[config.mk]
export PLATFORM = sky130hd
export DESIGN_NAME = ca_feature_loader
export DESIGN_NICKNAME = d
export VERILOG_FILES = /design/src/rtl/ca_feature_loader.sv
export SDC_FILE = /design/constraint.sdc
export NUM_CORES = 1
export LEC_CHECK = 0
export ABC_AREA = 1
export CAP_MARGIN = 10
export CORE_MARGIN = 2
export CORE_UTILIZATION = 54
export CTS_BUF_LIST = sky130_fd_sc_hd__clkbuf_16
export DETAILED_ROUTE_END_ITERATION = 10
export PLACE_DENSITY = 0.82
export SLEW_MARGIN = 15
export SYNTH_ARGS = -nofsm -noshare
export SYNTH_HDL_FRONTEND = slang
export SYNTH_SLANG_ARGS = --single-unit
[constraint.sdc]
create_clock -name clk -period 7.5 [get_ports clk]
set_clock_uncertainty 0.05 [all_clocks]
set_input_delay 1.125 -clock clk [delete_from_list [all_inputs] [get_ports clk]]
set_output_delay 1.125 -clock clk [all_outputs]
set_load 0.02 [all_outputs]
[src/rtl/ca_feature_loader.sv]
// ca_feature_loader: packs a serial stream of features into the classifier input bus, waits a settle window, then captures the result.
// Optional start-of-frame resync is enabled by defining CA_SOF_EN.
module ca_feature_loader #(
    parameter int WIDTH_A  = 4,
    parameter int NUM_A    = 21,
    parameter int OUTWIDTH = 22,
    parameter int SETTLE   = 4
) (
    input  logic                        clk,
    input  logic                        rst,
`ifdef CA_SOF_EN
    input  logic                        in_sof,
    output logic                        sof_err,
`endif
    input  logic                        in_valid,
    output logic                        in_ready,
    input  logic [WIDTH_A-1:0]          in_data,
    output logic [NUM_A*WIDTH_A-1:0]    inp,
    input  logic [OUTWIDTH-1:0]         out,
    output logic                        res_valid,
    input  logic                        res_ready,
    output logic [OUTWIDTH-1:0]         res_data,
    output logic                        busy
);
    localparam int IW = $clog2(NUM_A);
    localparam int CW = $clog2(SETTLE) + 1;
    localparam logic [IW-1:0] IDX_LAST = IW'(NUM_A - 1);
    localparam logic [CW-1:0] CNT_LAST = CW'(SETTLE - 1);

    typedef enum logic [1:0] {LOAD, SETL, HOLD} state_t;

    state_t                     state_q, state_d;
    logic [IW-1:0]              idx_q, idx_d;
    logic [CW-1:0]              cnt_q, cnt_d;
    logic [NUM_A*WIDTH_A-1:0]   inp_q, inp_d;
    logic [OUTWIDTH-1:0]        res_data_q, res_data_d;
    logic                       res_valid_q, res_valid_d;
    logic                       sof_err_q, sof_err_d;

    always_comb begin
        state_d     = state_q;
        idx_d       = idx_q;
        cnt_d       = cnt_q;
        inp_d       = inp_q;
        res_data_d  = res_data_q;
        res_valid_d = res_valid_q;
        sof_err_d   = sof_err_q;
        case (state_q)
            LOAD: if (in_valid) begin
`ifdef CA_SOF_EN
                // A start-of-frame beat resynchronises the frame without completing it.
                if (in_sof) begin
                    inp_d[WIDTH_A-1:0] = in_data;
                    idx_d              = IW'(1);
                    sof_err_d          = sof_err_q | (idx_q != '0);
                end else
`endif
                begin
                    inp_d[int'(idx_q)*WIDTH_A +: WIDTH_A] = in_data;
                    idx_d   = (idx_q == IDX_LAST) ? '0 : idx_q + IW'(1);
                    cnt_d   = '0;
                    state_d = (idx_q == IDX_LAST) ? SETL : LOAD;
                end
            end
            SETL: begin
                cnt_d = cnt_q + CW'(1);
                if (cnt_q == CNT_LAST) begin
                    res_data_d  = out;
                    res_valid_d = 1'b1;
                    state_d     = HOLD;
                end
            end
            HOLD: if (res_ready) begin
                res_valid_d = 1'b0;
                state_d     = LOAD;
            end
            default: state_d = LOAD;
        endcase
    end

    always_ff @(posedge clk or posedge rst) begin
        if (rst) begin
            state_q     <= LOAD;
            idx_q       <= '0;
            cnt_q       <= '0;
            inp_q       <= '0;
            res_data_q  <= '0;
            res_valid_q <= 1'b0;
            sof_err_q   <= 1'b0;
        end else begin
            state_q     <= state_d;
            idx_q       <= idx_d;
            cnt_q       <= cnt_d;
            inp_q       <= inp_d;
            res_data_q  <= res_data_d;
            res_valid_q <= res_valid_d;
            sof_err_q   <= sof_err_d;
        end
    end

    assign in_ready  = state_q == LOAD;
    assign busy      = (state_q != LOAD) || (idx_q != '0);
    assign inp       = inp_q;
    assign res_data  = res_data_q;
    assign res_valid = res_valid_q;
`ifdef CA_SOF_EN
    assign sof_err   = sof_err_q;
`endif
endmodule

==> impl_metrics.yaml <==
placed_design:
  place_area_mm2: 0.007042
  pre_cts_ws_ps: 3848
  hpwl_mm: 11.06
  placed_cells: 931
  gp_congestion: 1.011
  portBuffers: 138
pwr:
  seq_power_share_pct: 29.0
  power_switching_uw: 1418
  pwr-share-clk_pct: 24.5
  switching_share_pct: 44.02
  p_leak_uw: 0.003580
  internal_power_uw: 1804
  ir_worst_vdd_uv: 235.2
  combPwrFrac_pct: 46.5
  powerDensity_mw_per_mm2: 423.3
cts:
  clock_sinks: 117
  clk_path_buf_depth: 2
  clk_pin_slew_ps: 60
  cts_hold_buf: 0
  post-cts-setup-buffers: 0
  cts_buffers: 17
  cts_root_buf: "clkbuf_16"
  clock_latency_ps: 410
  htreeDepth: 4
  cts_tree: "done"
  ctsResizeCount: 0
synth:
  synthFlopType: "dfrtp_1"
  synth_area_mm2: 0.005639
  ys_async_sr_fraction_pct: 100.0
  synth-warning-count: 0
  synth_cells: 685
  ys_seq_area_share_pct: 51.92
  synth-edff-count: 0
  yosys.area.top_type: "dfrtp_1"
  synth.most_common_cell: "nand2_1"
  yosys-top-cells-area: "dfrtp_1 (52%), nand2_1 (17%), nor2_1 (6.5%)"
  synth_cell_type_count: 25
  syn_avg_cell_area_um2: 8.232
  ys_ff_latch: 117
  synth_top_area_share_pct: 51.92
  syn_nets: 720
  ys_top_cells_by_count: "nand2_1 (253), dfrtp_1 (117), nor2_1 (97)"
finish:
  post-route-util_pct: 74.39
  finalInstanceArea_mm2: 0.007611
  area_growth_pct: 34.97
  drive_gt1_share_pct: 10.05
  final_cells: 962
  antenna_cells: 0
  nNetsFinal: 849
  nFillCells: 705
sta:
  setup_violations: 0
  slew_violations: 0
  rsz0062_at_grt: "no"
  fin_tns_setup_ps: 0
  final.period_utilization_pct: 52.31
  max_slew_margin_pct: 37.93
  hold_viol: 0
  period_needed_ps: 3923
  setup_ws_ps: 3577
  fmax_ghz: 0.2549
  tightest_slew_ps: 928.8
detailed_routing:
  dr_total_vias: 5341
  via_per_inst: 5.552
  dr.pass1.iters: 6
  antenna_left: 0
  post_drt_wl_per_cell_um: 16.68
  drcViolationCount: 0
  wl_mm: 16.04
  drt-initial-drc-count: 467
worst_setup_path:
  worst-path-buf-inv: 3
  worstPathRequired_ps: 7810
  crit_path_end_kind: "register"
  crit_fanout: 16
  cp_top_family: "simple AND/OR/NAND/NOR gates"
  critPathArrivalTime_ps: 4230
  critPathLaunchType: "register"
  cp_cell_sequence: "inv_2, ha_1, nand2_1, nor2_1, ha_1, inv_1, nand3_1, nor2_1, inv_1, nor2_1, nand2_1, nand2_1"
  cpPeakStageDelay_ps: 750
  path_class: "register to register"
  cp_slowest_cell: "nor2_1"
global_route:
  antenna_found_initial: 0
  track_usage_pct: 29.99
  grt_use_met2_pct: 47.71
  grt_use_met3_pct: 10.36
  grt-busiest-layer: "met2"
  grt_overflow_total: 0
  grt_pass1_vias: 5350
  met1_usage_pct: 37.76
  grt_max_degree: 63
  grt_pass1_wl_mm: 26.30
die:
  ios: 139
  dieHeight_um: 106.2
  num_rows: 37
  die-area_mm2: 0.01128
  initial_core_util_pct: 55.12
  core_mm2: 0.01023
  die_w_um: 106.2
min_path:
  min-delay-path-class: "register to register"
flow_run:
  cap_violations: 0
outcome:
  status: "complete, no violations"
## layout by cell type (no fill, tap or decap), types with 3 or more instances in the layout
cell type | netlist | routed
nor2_1 | 97 | 97
nand3_2 | 9 | 9
mux2_2 | 22 | 22
nand4_1 | 26 | 26
clkbuf_16 | 0 | 17
clkdlybuf4s50_1 | 0 | 138
clkinv_1 | 0 | 4
o21ai_0 | 8 | 8
nand2_1 | 253 | 253
nand2_2 | 3 | 3
inv_2 | 6 | 6
inv_1 | 17 | 17
nor2_4 | 3 | 3
dfrtp_1 | 117 | 117
nor3_1 | 12 | 12
nand3_1 | 63 | 63
nor2_2 | 5 | 5
bufinv_16 | 0 | 3
ha_1 | 5 | 5
clkinv_2 | 0 | 4
nor3_2 | 4 | 4
## stage by stage
step           hold slack [ps]  total power [uW]
2_1_floorplan            403.0              1893
3_3_place_gp             406.5              2361
3_5_place_dp             410.4              2392
4_1_cts                  423.3              3204
5_1_grt                  449.6              3390
6_report                 418.9              3222
## path summary, 6_finish.rpt
| kind | start | to | slack [ps] | depth (start not counted) |
|---|---|---|---|---|
| hold / removal | inp[46] | inp[46] | 420 | 2 |
| max in group asynchronous | rst | inp[38] | 5020 | 3 |
| min in group asynchronous | rst | res_data[1] | 1140 | 2 |
| hold reg to reg | inp[46] | inp[46] | 420 | 2 |
| setup / recovery | idx_q[0] | inp[80] | 3580 | 12 |
| setup reg to reg | idx_q[0] | inp[80] | 3580 | 12 |
## layer usage
layer	share of wire [%]	vias to the layer above
li1	-	2478
met1	40	2512
met2	48	303
met3	9.5	48
met4	2.9	0
met5	0	-
## flip-flops by register name, summed over array words and instances (netlist names)
signal     cells
res_valid      1
res_data      22
cnt_q          3
idx_q          5
state_q        2
inp           84
## layout make-up
class	instances	area [um2]	area share (%)
Clock buffer	17	425.4	5.589
Clock inverter	14	143.9	1.891
Inverter	23	88.84	1.167
Multi-Input combinational cell	515	2459	32.30
Sequential cell	117	2928	38.47
Tap cell	136	170.2	2.236
Timing Repair Buffer	140	1396	18.35
## power groups by stage
| stage | Sequential [uW] | Combinational [uW] | Clock (uW) |
|---|---|---|---|
| after global placement | 925 | 1440 | 0 |
| after global routing | 954 | 1610 | 826 |
| final | 933 | 1500 | 790 |
| after detailed placement | 933 | 1460 | 0 |
| after CTS | 932 | 1480 | 794 |
| after floorplan | 1090 | 799 | 0 |
## tightest hold or removal path, cell delays in order, from the launching register on
cell and delay (ps):
dfrtp_1 330, nand2_1 60, nand2_1 50
## logic make-up after synthesis
kind of cell             share of synthesized area [%]
adder cells (fa/ha/maj)                          1.109
AND/OR/NAND/NOR                                  37.05
AO/OA/AOI/OAI                                    1.043
buffers and inverters                            4.482
flip-flops                                       51.92
multiplexers                                     4.393
Note: power is estimated with default switching activity, not from simulation.
